$ cat src/rtl/genloop_accum.sv
// genloop_accum: groups up to NUM unsigned operands into one sum using a generated ripple-carry adder,
// with the carry-out counted in an 8-bit upper extension; the result is offered on a valid/ready port.
module genloop_accum #(
    parameter int WIDTH = 8,
    parameter int NUM   = 4
) (
    input  logic             clk,
    input  logic             rst,
    input  logic             in_valid,
    input  logic [WIDTH-1:0] in_data,
    input  logic             in_last,
    output logic             in_ready,
    output logic             out_valid,
    output logic [WIDTH+7:0] out_sum,
    output logic [7:0]       out_count,
    input  logic             out_ready
);
    typedef enum logic [1:0] {IDLE, ACCUM, DONE} state_t;
    localparam logic [7:0] NUM8 = 8'(NUM);
    state_t           state_q, state_d;
    logic [WIDTH+7:0] acc_q, acc_d, sum_q, sum_d;
    logic [7:0]       cnt_q, cnt_d, count_q, count_d, cnt_inc;
    logic [WIDTH:0]   c;
    logic [WIDTH-1:0] s;
    logic             accept;
    assign c[0] = 1'b0;
    for (genvar i = 0; i < WIDTH; i++) begin : g_rca
        assign s[i]   = acc_q[i] ^ in_data[i] ^ c[i];
        assign c[i+1] = (acc_q[i] & in_data[i]) | (acc_q[i] & c[i]) | (in_data[i] & c[i]);
    end
    assign in_ready  = state_q != DONE;
    assign accept    = in_valid & in_ready;
    assign cnt_inc   = cnt_q + 8'd1;
    assign out_valid = state_q == DONE;
    assign out_sum   = sum_q;
    assign out_count = count_q;
    always_comb begin
        state_d = state_q;
        acc_d   = acc_q;
        cnt_d   = cnt_q;
        sum_d   = sum_q;
        count_d = count_q;
        case (state_q)
            IDLE: if (accept) begin
                acc_d   = {8'b0, in_data};
                cnt_d   = 8'd1;
                state_d = (in_last || NUM == 1) ? DONE : ACCUM;
            end
            ACCUM: if (accept) begin
                acc_d   = {acc_q[WIDTH+7:WIDTH] + {7'b0, c[WIDTH]}, s};
                cnt_d   = cnt_inc;
                state_d = (in_last || cnt_inc == NUM8) ? DONE : ACCUM;
            end
            DONE: state_d = out_ready ? IDLE : DONE;
            default: state_d = IDLE;
        endcase
        // result registers capture only on entry into DONE, so they stay frozen while stalled
        if (state_d == DONE && state_q != DONE) begin
            sum_d   = acc_d;
            count_d = cnt_d;
        end
    end
    always_ff @(posedge clk or posedge rst) begin
        if (rst) begin
            state_q <= IDLE;
            acc_q   <= '0;
            cnt_q   <= '0;
            sum_q   <= '0;
            count_q <= '0;
        end else begin
            state_q <= state_d;
            acc_q   <= acc_d;
            cnt_q   <= cnt_d;
            sum_q   <= sum_d;
            count_q <= count_d;
        end
    end
endmodule

$ cat config.mk
export PLATFORM = sky130hd
export DESIGN_NAME = genloop_accum
export DESIGN_NICKNAME = d
export VERILOG_FILES = /design/src/rtl/genloop_accum.sv
export SDC_FILE = /design/constraint.sdc
export NUM_CORES = 1
export LEC_CHECK = 0
export ABC_AREA = 1
export CAP_MARGIN = 40
export CORE_AREA = 2 2 96 98
export DETAILED_ROUTE_END_ITERATION = 16
export DIE_AREA = 0 0 98 100
export GPL_ROUTABILITY_DRIVEN = 0
export PLACE_DENSITY = 0.55
export SLEW_MARGIN = 30
export SYNTH_ARGS = -nofsm -noshare
export SYNTH_HDL_FRONTEND = slang
export SYNTH_SLANG_ARGS = --single-unit
$ cat constraint.sdc
create_clock -name clk -period 5.95 [get_ports clk]
set_input_delay 1.19 -clock clk [delete_from_list [all_inputs] [get_ports clk]]
set_output_delay 1.19 -clock clk [all_outputs]
set_load 0.05 [all_outputs]
==> run_results.csv <==
group,metric,value,unit
status,status,"finished clean",
clock_network,clk_latency,0.31,ns
worst_setup_path,crit_type,"in -> reg",
timing,finalHoldViolCount,0,
clock_network,ctsResizeCount,0,
route,drtIter0Drc,91,
floorplanning,io_pins,39,
worst_setup_path,required,6.20,ns
timing,relSlewSlack,57.6,%
floorplanning,start_util,28.8,%
timing,slew_violations,0,
route,avgViaCountPerCell,4.65,
route,post_drt_wl_per_cell,13.1,µm
timing,fin_skew,0.00630,ns
route,wl_met2,2830,µm
clock_network,clk_pin_slew,0.09,ns
grt,grt_overflow,0,
placement,pre_cts_ws,0.238,ns
timing,fin_crit,5.36,ns
worst_setup_path,cp.arrival,5.61,ns
synthesis,synth_edf_count,0,
power,peakVddDrop,0.000194,V
grt,grt_use_total,13.1,%
route,vias,2097,
worst_setup_path,cp-end-kind,"flip-flop",
synthesis,yosys_register_bits,50,
route,top_layer_used,"met4",
clock_network,cts_tree,"yes",
power,p_leak,1.49,nW
synthesis,syn_avg_cell_area,8.45,µm²
route,wl_met1,2780,µm
worst_setup_path,path_max_fanout,3,
hold_path,worst_hold_path_type,"reg -> reg",
route,drt-total-wl,5900,µm
finish,drive_above_1_share,5.29,%
clock_network,cts.path.max_buffers,2,
synthesis,syn_nets,328,
timing,min_period_over_period,90.0,%
synthesis,syn-cell-area,2560,µm²
placement,portBuffers,38,
synthesis,synth-seq-area-share,48.9,%
floorplanning,die_h,100,µm
grt,grt_pass1_wl,10300,µm
floorplanning,die-area,9800,µm²
timing,setup_ws,0.592,ns
synthesis,synth-warning-count,0,
timing,fmax,0.187,GHz
timing,rsz0062_at_grt,"no",
timing,tightest_slew,0.635,ns
clock_network,cts_setup_buffers,0,
floorplanning,dieWidth,98,µm
clock_network,cts_hold_buf,0,
grt,grt_antenna_before_repair,0,
grt,grt_start_max_net_pins,51,
clock_network,root_buffer,"clkbuf_8",
power,powerDensity,468,nW/µm²
route,drc_errors,0,
clock_network,cts_buffers,5,
synthesis,synth_ff_type,"dfrtp_1",
clock_network,clock_sinks,50,
synthesis,synthArstFlopShare,100,%
finish,antennaDiodeCount,0,
worst_setup_path,worstSetupStartpointType,"primary input",
route,first_pass_iters,4,
run,drv_cap,0,
route,route.met3.wl,239,µm
placement,dp.final_hpwl,4120,µm
clock_network,h-tree-depth,2,
timing,tns,0,ns
synthesis,yosys.cell_types.count,27,
finish,finish.net_count,364,
synthesis,netlist_instances,303,
grt,grt_pass1_vias,2142,
floorplanning,rows,35,
finish,area_growth,22.2,%
timing,finalSetupViolations,0,
floorplanning,coreArea,8890,µm²
route,ant_nets,0,
finish,postLayoutCoreUtil,35.2,%
-- per-layer routing --
layer,up-vias,track usage (%)
met4,0,2.56
li1,1051,-
met2,37,21.7
met3,6,3.34
met5,-,0
met1,1003,17.7
-- final cells by class --
| cell class | count | area [µm²] |
|---|---|---|
| Tap cell | 111 | 139 |
| Multi-Input combinational cell | 217 | 1140 |
| Clock buffer | 7 | 86.3 |
| Inverter | 26 | 100 |
| Clock inverter | 1 | 5.00 |
| Fill cell | 936 | 5760 |
| Sequential cell | 50 | 1250 |
| Timing Repair Buffer | 39 | 408 |
-- Yosys cell counts (3+ instances only) --
| cell type | count | area, µm² |
|---|---|---|
| o22ai_1 | 5 | 31.3 |
| a21oi_1 | 3 | 15.0 |
| ha_1 | 5 | 62.6 |
| xor2_1 | 3 | 26.3 |
| fa_1 | 7 | 140 |
| nor2_1 | 7 | 26.3 |
| buf_6 | 3 | 33.8 |
| o21ai_1 | 3 | 15.0 |
| inv_1 | 24 | 90.1 |
| o21ai_0 | 20 | 100 |
| nor2_2 | 4 | 25.0 |
| buf_2 | 3 | 15.0 |
| nand3_1 | 42 | 210 |
| dfrtp_1 | 50 | 1250 |
| nand2_1 | 107 | 402 |
-- layout by cell type (no fill, tap or decap) --
master           count
nand2_2              1
clkbuf_1             1
xor2_1               3
nor3_1               1
a22oi_1              1
nand4_1              2
nand2_1            107
xnor2_1              2
o22ai_1              5
inv_1               23
o21bai_1             1
inv_2                1
clkdlybuf4s50_1     38
o21ai_1              3
a21oi_2              1
inv_4                1
dfrtp_1             50
a21oi_1              3
clkinv_2             1
nand2_4              2
nor2_2               4
nand3_1             42
fa_1                 7
clkinv_1             1
buf_16               1
nor2_1               7
ha_1                 5
o21ai_0             20
clkbuf_8             6
-- worst paths after layout --
check                                    startpoint                       end  slack (ns)  cells after the start
setup / recovery                         in_data[0]   out_sum[12]$_DFFE_PP0P_        0.59                     17
hold / removal             out_count[3]$_DFFE_PP0P_  out_count[3]$_DFFE_PP0P_        0.48                      2
setup reg to reg                 acc_q[0]$_DFF_PP0_   out_sum[12]$_DFFE_PP0P_        1.53                     16
hold reg to reg            out_count[3]$_DFFE_PP0P_  out_count[3]$_DFFE_PP0P_        0.48                      2
max in group asynchronous                       rst       acc_q[15]$_DFF_PP0_        4.22                      2
min in group asynchronous                       rst  out_count[4]$_DFFE_PP0P_        1.33                      2
-- power breakdown --
| part | internal (mW) | switching (mW) | leakage, nW |
|---|---|---|---|
| clock network | 0.0942 | 0.116 | 0.0482 |
| registers | 0.437 | 0.0787 | 0.661 |
| logic | 0.237 | 0.503 | 0.779 |
-- state kept, by name, summed over array words and instances (netlist names) --
| signal | flops |
|---|---|
| out_sum | 16 |
| out_count | 8 |
| cnt_q | 8 |
| acc_q | 16 |
| state_q | 2 |
-- critical path, stage by stage --
cell	delay [ns]
clkdlybuf4s50_1	0.43
ha_1	0.22
fa_1	0.38
fa_1	0.39
fa_1	0.39
fa_1	0.39
fa_1	0.42
fa_1	0.41
fa_1	0.38
ha_1	0.21
ha_1	0.18
nand2_1	0.11
nor2_2	0.06
xnor2_1	0.11
o21ai_1	0.17
nand3_1	0.09
nand2_1	0.08
-- kinds of logic after synthesis --
kind of cell,Yosys count,synth area share [%]
compound gates,34,7.23
fa+ha+maj,12,7.91
simple gates,166,27.7
flops,50,48.9
xor+xnor,5,1.71
buf+inv,36,6.59
-- metrics by stage --
stage,cell area [µm²],cells,power [mW],hold WS (ns)
floorplan,2560,303,1.05,0.491
global placement,3010,442,1.24,0.457
detailed placement,3040,443,1.27,0.458
CTS,3130,451,1.49,0.481
global route,3130,451,1.59,0.496
finish,3130,451,1.47,0.476
(Power assumes the default switching activity.)
